==> src/rtl/text_cursor_pkg.sv <==
// Shared types and constants for the UART-to-VGA text cursor controller.
package text_cursor_pkg;

  typedef enum logic {
    ST_IDLE  = 1'b0,
    ST_CLEAR = 1'b1
  } state_t;

  localparam logic [7:0] ASCII_BS    = 8'h08;
  localparam logic [7:0] ASCII_LF    = 8'h0A;
  localparam logic [7:0] ASCII_FF    = 8'h0C;
  localparam logic [7:0] ASCII_CR    = 8'h0D;
  localparam logic [7:0] ASCII_SPACE = 8'h20;

  function automatic logic is_printable(input logic [7:0] b);
    return (b >= 8'h20) && (b <= 8'h7E);
  endfunction

endpackage

==> src/rtl/text_cursor_ctrl_sweep.sv <==
// Row-major cell counter that drives the full-screen clear sweep.
module clear_sweep_counter #(
  parameter int  ROWS  = 4,
  parameter int  COLS  = 32,
  localparam int ROW_W = $clog2(ROWS),
  localparam int COL_W = $clog2(COLS)
) (
  input  logic             clk,
  input  logic             reset,
  input  logic             start,
  input  logic             run,
  output logic [ROW_W-1:0] row,
  output logic [COL_W-1:0] col,
  output logic             done
);
  import text_cursor_pkg::*;

  logic [ROW_W+COL_W-1:0] cnt_q, cnt_d;

  // Natural wrap of the power-of-two counter lets a back-to-back sweep restart at cell 0.
  always_comb begin
    cnt_d = cnt_q;
    if (start) begin
      cnt_d = '0;
    end else if (run) begin
      cnt_d = cnt_q + 1'b1;
    end
  end

  always_ff @(posedge clk or negedge reset) begin
    if (!reset) begin
      cnt_q <= '0;
    end else begin
      cnt_q <= cnt_d;
    end
  end

  assign {row, col} = cnt_q;
  assign done       = run && (&cnt_q);

endmodule

==> src/rtl/text_cursor_ctrl.sv <==
// Cursor and RAM-write sequencer for the UART text terminal.
// Optional feature: define TEXT_CURSOR_BACKSPACE_EN to make 0x08 erase the previous cell.
module text_cursor_ctrl #(
  parameter int         COLS  = 32,
  parameter int         ROWS  = 4,
  parameter logic [7:0] BLANK = 8'h20,
  localparam int        COL_W = $clog2(COLS),
  localparam int        ROW_W = $clog2(ROWS)
) (
  input  logic             clk,
  input  logic             reset,
  input  logic [7:0]       rx_data,
  input  logic             rx_valid,
  output logic             rx_ready,
  input  logic             clear_req,
  output logic             wr_en,
  output logic [ROW_W-1:0] wr_row,
  output logic [COL_W-1:0] wr_col,
  output logic [7:0]       wr_data,
  output logic [ROW_W-1:0] cur_row,
  output logic [COL_W-1:0] cur_col,
  output logic             busy
);
  import text_cursor_pkg::*;

  state_t           state_q, state_d;
  logic [ROW_W-1:0] cur_row_q, cur_row_d;
  logic [COL_W-1:0] cur_col_q, cur_col_d;
  logic             last_cr_q, last_cr_d;
  logic             clear_pending_q, clear_pending_d;
  logic             wr_en_q, wr_en_d;
  logic [ROW_W-1:0] wr_row_q, wr_row_d;
  logic [COL_W-1:0] wr_col_q, wr_col_d;
  logic [7:0]       wr_data_q, wr_data_d;
  logic             busy_q, busy_d;

  logic             accept;
  logic             sweep_start;
  logic             sweep_run;
  logic [ROW_W-1:0] sweep_row;
  logic [COL_W-1:0] sweep_col;
  logic             sweep_done;

  assign rx_ready    = (state_q == ST_IDLE) && !clear_pending_q && !clear_req;
  assign accept      = rx_valid && rx_ready;
  assign sweep_start = (state_q == ST_IDLE);
  assign sweep_run   = (state_q == ST_CLEAR);

  clear_sweep_counter #(
    .ROWS (ROWS),
    .COLS (COLS)
  ) u_sweep (
    .clk   (clk),
    .reset (reset),
    .start (sweep_start),
    .run   (sweep_run),
    .row   (sweep_row),
    .col   (sweep_col),
    .done  (sweep_done)
  );

  always_ff @(posedge clk or negedge reset) begin
    if (!reset) begin
      state_q <= ST_IDLE;
    end else begin
      state_q <= state_d;
    end
  end

  // A form-feed byte is treated exactly like a clear request.
  always_comb begin
    state_d = state_q;
    case (state_q)
      ST_IDLE: begin
        if (clear_req || (accept && (rx_data == ASCII_FF))) begin
          state_d = ST_CLEAR;
        end
      end
      ST_CLEAR: begin
        if (sweep_done && !clear_pending_q && !clear_req) begin
          state_d = ST_IDLE;
        end
      end
      default: state_d = ST_IDLE;
    endcase
  end

  always_comb begin
    cur_row_d       = cur_row_q;
    cur_col_d       = cur_col_q;
    last_cr_d       = last_cr_q;
    clear_pending_d = clear_pending_q;
    wr_en_d         = 1'b0;
    wr_row_d        = wr_row_q;
    wr_col_d        = wr_col_q;
    wr_data_d       = wr_data_q;
    busy_d          = (state_q == ST_CLEAR);

    case (state_q)
      ST_IDLE: begin
        if (accept) begin
          last_cr_d = 1'b0;
          if (is_printable(rx_data)) begin
            wr_en_d   = 1'b1;
            wr_row_d  = cur_row_q;
            wr_col_d  = cur_col_q;
            wr_data_d = rx_data;
            cur_col_d = cur_col_q + 1'b1;
            if (&cur_col_q) begin
              cur_row_d = cur_row_q + 1'b1;
            end
          end else if (rx_data == ASCII_CR) begin
            cur_col_d = '0;
            cur_row_d = cur_row_q + 1'b1;
            last_cr_d = 1'b1;
          end else if (rx_data == ASCII_LF) begin
            // LF right after CR completes a CRLF pair and must not add a second line.
            if (!last_cr_q) begin
              cur_col_d = '0;
              cur_row_d = cur_row_q + 1'b1;
            end
`ifdef TEXT_CURSOR_BACKSPACE_EN
          end else if (rx_data == ASCII_BS) begin
            if ((cur_row_q != '0) || (cur_col_q != '0)) begin
              cur_col_d = cur_col_q - 1'b1;
              if (cur_col_q == '0) begin
                cur_row_d = cur_row_q - 1'b1;
              end
              wr_en_d   = 1'b1;
              wr_row_d  = cur_row_d;
              wr_col_d  = cur_col_d;
              wr_data_d = BLANK;
            end
`endif
          end
        end
      end
      ST_CLEAR: begin
        wr_en_d   = 1'b1;
        wr_row_d  = sweep_row;
        wr_col_d  = sweep_col;
        wr_data_d = BLANK;
        if (clear_req) begin
          clear_pending_d = 1'b1;
        end
        // On the last cell either restart for a queued request or home the cursor.
        if (sweep_done) begin
          if (clear_pending_q || clear_req) begin
            clear_pending_d = 1'b0;
          end else begin
            cur_row_d = '0;
            cur_col_d = '0;
            last_cr_d = 1'b0;
          end
        end
      end
      default: ;
    endcase
  end

  always_ff @(posedge clk or negedge reset) begin
    if (!reset) begin
      cur_row_q       <= '0;
      cur_col_q       <= '0;
      last_cr_q       <= 1'b0;
      clear_pending_q <= 1'b0;
      wr_en_q         <= 1'b0;
      wr_row_q        <= '0;
      wr_col_q        <= '0;
      wr_data_q       <= '0;
      busy_q          <= 1'b0;
    end else begin
      cur_row_q       <= cur_row_d;
      cur_col_q       <= cur_col_d;
      last_cr_q       <= last_cr_d;
      clear_pending_q <= clear_pending_d;
      wr_en_q         <= wr_en_d;
      wr_row_q        <= wr_row_d;
      wr_col_q        <= wr_col_d;
      wr_data_q       <= wr_data_d;
      busy_q          <= busy_d;
    end
  end

  assign wr_en   = wr_en_q;
  assign wr_row  = wr_row_q;
  assign wr_col  = wr_col_q;
  assign wr_data = wr_data_q;
  assign cur_row = cur_row_q;
  assign cur_col = cur_col_q;
  assign busy    = busy_q;

endmodule
==> config.mk <==
export PLATFORM = sky130hd
export DESIGN_NAME = text_cursor_ctrl
export DESIGN_NICKNAME = d
export VERILOG_FILES = /design/src/rtl/text_cursor_pkg.sv /design/src/rtl/text_cursor_ctrl_sweep.sv /design/src/rtl/text_cursor_ctrl.sv
export SDC_FILE = /design/constraint.sdc
export NUM_CORES = 1
export LEC_CHECK = 0
export ABC_AREA = 1
export CORE_ASPECT_RATIO = 1.25
export CORE_MARGIN = 5
export CORE_UTILIZATION = 50
export DETAILED_ROUTE_END_ITERATION = 7
export GPL_TIMING_DRIVEN = 0
export PLACE_DENSITY = 0.79
export REMOVE_ABC_BUFFERS = 1
export SLEW_MARGIN = 20
export SYNTH_ARGS = -nofsm -noshare
export SYNTH_HDL_FRONTEND = slang
export SYNTH_SLANG_ARGS = --single-unit
==> constraint.sdc <==
create_clock -name clk -period 2.4 [get_ports clk]
set_input_delay 0.48 -clock clk [delete_from_list [all_inputs] [get_ports clk]]
set_output_delay 0.48 -clock clk [all_outputs]
set_load 0.05 [all_outputs]
== After elaboration in Yosys (flattened, before gate mapping) ==
Cells that the tools add are included.

* Input port bits: 12
* Word-level logic and storage cells: 87
* Memories: 0
* ROM bits: 0
* Bits in latches: 0
* Output and inout port bits: 25
* Register bits: 34
* RAM bits: 0

* Shift operators: 0
* Add/sub/neg operators: 3
* Order comparisons: 2
* $mul: 0
* Bitwise logic cells: 1
* Div/mod/pow operators: 0
* Reduce and logical (&&, ||, !) cells: 18
* Equality and inequality tests: 10
* Mux-type cells: 42

{| class="wikitable"
|+ Operators with widths
! operator !! count
|-
| 2-to-1 mux 5 bit || 9
|-
| == test 8 x 4 -> 1 bit (second input constant) || 3
|-
| 2-to-1 mux 2 bit || 10
|-
| one-hot mux 5 bit (2 select lines) || 2
|-
| 2-to-1 mux 8 bit || 2
|-
| one-hot mux 8 bit (2 select lines) || 1
|-
| 2-to-1 mux 1 bit || 12
|-
| AND reduction 5 bit || 2
|-
| greater-or-equal comparator 8 x 6 -> 1 bit (second input constant) || 1
|-
| less-or-equal comparator 8 x 7 -> 1 bit (second input constant) || 1
|-
| logical AND 1 bit || 8
|-
| one-hot mux 2 bit (2 select lines) || 2
|-
| adder 7 x 1 -> 7 bit (second input constant) || 1
|-
| 2-to-1 mux 7 bit || 1
|-
| AND reduction 7 bit || 1
|-
| one-hot mux 1 bit (2 select lines) || 3
|-
| AND reduction 6 bit || 1
|-
| adder 5 x 1 -> 5 bit (second input constant) || 1
|-
| inequality test 2 x 1 -> 1 bit (second input constant) || 2
|-
| inequality test 2 bit (second input constant) || 2
|-
| inequality test 4 x 1 -> 1 bit (second input constant) || 1
|-
| inequality test 4 x 2 -> 1 bit (second input constant) || 1
|-
| inequality test 3 x 2 -> 1 bit (second input constant) || 1
|-
| AND reduction 3 bit || 1
|-
| 5 further kinds || 7
|}

== Longest topological paths before layout ==
* Depth after elaboration: 8
* Gate-level depth with buffers: 11
* Gate-level depth less buffers: 11

== Modules after synthesis ==
From an unflattened synthesis, not the netlist that was laid out.

* Cell total of the unflattened synthesis: 213
* Area total of the unflattened synthesis: 1904.3 µm²

{| class="wikitable"
|+ By module, submodules not included
! module !! seq. area each (µm²) !! times used !! area an instance (µm²) !! cells each
|-
| text_cursor_ctrl || 675.6 || 1 || 1522.7 || 165
|-
| clear_sweep_counter || 175.2 || 1 || 381.6 || 48
|}

== Worst setup path before layout ==
No wires, ideal clock.

* Path type: flip-flop to flip-flop
* Start point: reg cur_col_q[1], in the netlist cur_col[1]
* End point: reg cur_row_q[1], in the netlist cur_row[1]
* Cell stages (with the launch flop): 12
* Arrival: 1.588 ns
* Library setup time: 0.120 ns
* Data required time: 2.280 ns
* Buffers on the path: 0
* Clock period less this slack: 1.708 ns
* Path slack: 0.692 ns
* Path through: dfrtp_1 -> ha_1 -> nand2_1 -> nor2_1 -> ha_1 -> inv_1 -> nand4_1 -> nand2_1 -> inv_2 -> nand2_1 -> nand2_1 -> nand2_1

* Cells in the longest elaborated chain, start to end: 3

{| class="wikitable"
|+ Ends and longest elaborated chain
! what !! line !! text
|-
| from (decl) || text_cursor_ctrl.sv:28 || <nowiki>logic [COL_W-1:0] cur_col_q, cur_col_d;</nowiki>
|-
| from (signal assigned) || text_cursor_ctrl.sv:174 || <nowiki>cur_col_q <= cur_col_d;</nowiki>
|-
| AND reduction 5 bit || text_cursor_ctrl.sv:109 || <nowiki>if (&cur_col_q) begin</nowiki>
|-
| inequality test 3 x 2 -> 1 bit (no line) || - ||
|-
| AND reduction 6 bit (no line) || - ||
|-
| to (signal assigned) || text_cursor_ctrl.sv:173 || <nowiki>cur_row_q <= cur_row_d;</nowiki>
|-
| to (decl) || text_cursor_ctrl.sv:27 || <nowiki>logic [ROW_W-1:0] cur_row_q, cur_row_d;</nowiki>
|}

Every way passes these cells.
A chain may end at the register's enable or synchronous reset.

== Final worst setup path ==
* Start point: in clear_req
* End point: out rx_ready

* Cells in the longest elaborated chain, start to end: 2

{| class="wikitable"
|+ Ends and longest elaborated chain
! what !! line !! text
|-
| from (decl) || text_cursor_ctrl.sv:15 || <nowiki>input logic clear_req,</nowiki>
|-
| logical NOT 1 bit || text_cursor_ctrl.sv:44 || <nowiki>assign rx_ready = (state_q == ST_IDLE) && !clear_pending_q && !clear_req;</nowiki>
|-
| logical AND 1 bit || text_cursor_ctrl.sv:44 ||
|-
| to (decl) || text_cursor_ctrl.sv:14 || <nowiki>output logic rx_ready,</nowiki>
|}

Every way passes these cells.

==> impl_metrics.sql <==
INSERT INTO impl_metrics (metric_group, metric, value, unit) VALUES
('min_path', 'min-delay-path-class', 'primary input to asynchronous set/reset pin', ''),
('pwr', 'power_density', '827', 'nW/µm²'),
('sta', 'post-route-min-period', '2.30', 'ns'),
('clock_tree', 'worstSkewPairLatency', '0.29', 'ns'),
('clock_tree', 'cts-htree-levels', '2', ''),
('place', 'dpl_hpwl', '2.55', 'mm'),
('clock_tree', 'cts.repair_timing.setup_buffer_count', '0', ''),
('setup_path', 'critPathArrivalTime', '1.82', 'ns'),
('place', 'routability_congestion_estimate_from_global_placement', '0.850', ''),
('route', 'dr.pass1.iters', '4', ''),
('yosys', 'synthCells', '202', ''),
('job', 'max_cap_viols', '0', ''),
('yosys', 'netlist-cell-type-count', '28', ''),
('sta', 'worst_slew_pin_slew', '0.773', 'ns'),
('setup_path', 'highest_fanout_seen_on_the_critical_path', '3', ''),
('yosys', 'yosys_most_used_dff', 'dfrtp_1', ''),
('die', 'fp.coreArea', '3220', 'µm²'),
('setup_path', 'end_kind', 'output port', ''),
('yosys', 'synth_seq_area_share', '50.4', '%'),
('route', 'routed_wire_length_per_instance', '12.2', 'µm'),
('yosys', 'post_synth.cell_area_avg', '8.36', 'µm²'),
('route', 'vias', '1411', ''),
('route', 'via_per_inst', '5.06', ''),
('die', 'placement_rows', '23', ''),
('setup_path', 'path_class', 'primary input to output port', ''),
('setup_path', 'timing.critical_path.from_type', 'primary input', ''),
('grt', 'globalRouteTotalUtil', '17.0', '%'),
('setup_path', 'required_time_at_the_worst_slack_endpoint', '1.92', 'ns'),
('route', 'drcViolationCount', '0', ''),
('sta', 'slew-limit-headroom', '48.5', '%'),
('place', 'pre_cts_slack', '-0.177', 'ns'),
('sta', 'slew_viol_final', '0', ''),
('layout', 'areaGrowthSynthToFinish', '28.7', '%'),
('grt', 'grt-ovfl-total', '0', ''),
('yosys', 'synth.top_cells.by_count', '70 x nand2_1, 34 x dfrtp_1, 19 x nor2_1', ''),
('yosys', 'synth_top_cell_by_area', 'dfrtp_1', ''),
('yosys', 'synthTopCellsByArea', 'dfrtp_1 50%, nand2_1 16%, nor2_1 4.2%', ''),
('sta', 'report.final.setup_viol', '0', ''),
('sta', 'clock_skew', '0.00245', 'ns'),
('die', 'die_x', '62.0', 'µm'),
('layout', 'final_core_util', '67.5', '%'),
('die', 'die_height', '75.0', 'µm'),
('grt', 'pin_count_of_the_biggest_net_entering_global_routing', '20', ''),
('clock_tree', 'clkTransAtPathRegs', '0.06', 'ns'),
('die', 'ioPinCount', '37', ''),
('route', 'initialDrtViolationCount', '53', ''),
('route', 'routed_wl', '3.40', 'mm'),
('yosys', 'area_of_the_mapped_netlist', '1690', 'µm²'),
('yosys', 'synth_async_sr_flop_share', '100', '%'),
('clock_tree', 'clock_sinks', '34', ''),
('sta', 'timing.fmax', '435', 'MHz'),
('yosys', 'synth.yosys.warnings', '0', ''),
('pwr', 'power.static_leakage', '1.04', 'nW'),
('clock_tree', 'tritoncts_clock_tree', 'done', ''),
('layout', 'post_route_cells_drive_above_1_share', '9.50', '%'),
('clock_tree', 'clock_path_buffers', '2', ''),
('layout', 'num_antenna_cells', '0', ''),
('die', 'design.die.area', '4650', 'µm²'),
('sta', 'final.period_utilization', '95.8', '%'),
('route', 'drt.antenna.violating_nets', '0', ''),
('yosys', 'yosys.cell_count.top_type', 'nand2_1', ''),
('layout', 'num-nets-final', '256', ''),
('die', 'initial_util', '52.4', '%'),
('yosys', 'postSynthRegisterBits', '34', ''),
('pwr', 'worst_vdd_ir', '0.671', 'mV'),
('outcome', 'run_status', 'complete, no violations', ''),
('setup_path', 'worst_r2r_path_depth', '9', ''),
('grt', 'first_global_vias', '1278', ''),
('yosys', 'synth_edf_count', '0', ''),
('sta', 'grt_setup_unrepaired', 'false', ''),
('place', 'port_buffers', '36', ''),
('clock_tree', 'cts_root_buf', 'clkbuf_8', ''),
('yosys', 'post-synth-top-area-fraction', '50.4', '%'),
('sta', 'hold_viol', '0', ''),
('grt', 'initial_antenna_violation_count', '0', ''),
('clock_tree', 'number_of_buffers_added_by_the_clock_tree_synthesis_step', '5', ''),
('grt', 'grt_pass1_wl', '5.66', 'mm'),
('sta', 'final.setup.worst_slack', '0.0997', 'ns');
flip-flops by register name, indices dropped and copies added (netlist names):
register and flops:
last_cr_q 1, wr_data 8, wr_col 5, clear_pending_q 1, busy 1, cur_col 5
u_sweep.cnt_q 7, wr_row 2, wr_en 1, cur_row 2, busy_d 1
what timing repair did:
action,in CTS,in global routing
resized for setup,1,0
hold buffers,0,0
setup endpoints to repair,1,0
metrics by stage:
step / total power, mW / instances / area [µm²] / TNS, ns / hold WS [ns]
2_1_floorplan: 1.13 / 197 / 1640 / 0 / 0.184
4_1_cts: 1.82 / 279 / 2170 / 0 / 0.127
6_report: 1.80 / 279 / 2170 / 0 / 0.119
3_3_place_gp: 1.30 / 270 / 2040 / -0.181 / 0.457
5_1_grt: 1.90 / 279 / 2170 / 0 / 0.134
3_5_place_dp: 1.32 / 271 / 2070 / -0.177 / 0.440
cells in the final DEF, fill, tap and decap left out, drive strengths merged:
| master | Yosys | routed |
|---|---|---|
| o21a | 1 | 1 |
| clkbuf | 1 | 8 |
| o21bai | 1 | 1 |
| dlygate4sd2 | 0 | 1 |
| nor3 | 3 | 3 |
| ha | 3 | 3 |
| xnor2 | 2 | 2 |
| nand4 | 3 | 3 |
| nand3 | 12 | 12 |
| a21boi | 1 | 1 |
| nand2 | 72 | 72 |
| a21oi | 9 | 9 |
| o31ai | 1 | 1 |
| dfrtp | 34 | 34 |
| inv | 18 | 18 |
| o21ai | 12 | 12 |
| xor2 | 1 | 1 |
| a211oi | 1 | 1 |
| clkdlybuf4s50 | 0 | 34 |
| buf | 4 | 2 |
| or2 | 1 | 1 |
| nor2 | 22 | 22 |
power breakdown:
| group | switching [mW] | leakage [nW] | internal [mW] |
|---|---|---|---|
| combinational | 0.355 | 0.570 | 0.197 |
| clock | 0.199 | 0.0575 | 0.289 |
| sequential | 0.0722 | 0.410 | 0.685 |
| total | 0.626 | 1.04 | 1.17 |
cell families (layout without fill, tap and decap cells):
family / count (synthesis) / count (layout) / synth area share, %
buffers and inverters: 23 / 63 / 7.11
AND/OR/NAND/NOR: 113 / 113 / 29.4
AO/OA/AOI/OAI: 26 / 26 / 9.33
adder cells (fa/ha/maj): 3 / 3 / 2.22
XOR/XNOR: 3 / 3 / 1.56
flip-flops: 34 / 34 / 50.4
metal layers:
layer | up-vias | global-route usage (%) | part of all wire [%]
li1 | 719 | - | -
met1 | 648 | 20.7 | 42
met2 | 38 | 26.0 | 49
met3 | 6 | 5.32 | 6.2
met4 | 0 | 9.91 | 2.5
met5 | - | 0 | 0
worst paths after layout:
kind | from | endpoint | slack [ns]
max | clear_req | rx_ready | 0.1
min | reset | wr_row[0] | 0.12
max reg2reg | busy_d | cur_row[0] | 0.35
min reg2reg | wr_data[6] | wr_data[6] | 0.47
max in group asynchronous | reset | u_sweep.cnt_q[4] | 1.86
min in group clk | wr_data[6] | wr_data[6] | 0.47
area by class of cell:
type	count	area, µm²
multi-input combinational	145	718
clock buffer	8	110
inverter	18	67.6
fill	293	1050
tap	37	46.3
timing repair buffer	37	382
sequential	34	851
worst max-delay path: stages:
cell and delay, ns:
clkdlybuf4s50_1 0.42, or2_4 0.27, nor2_8 0.10, dlygate4sd2_1 0.55
Note: power is estimated with default switching activity, not from simulation.
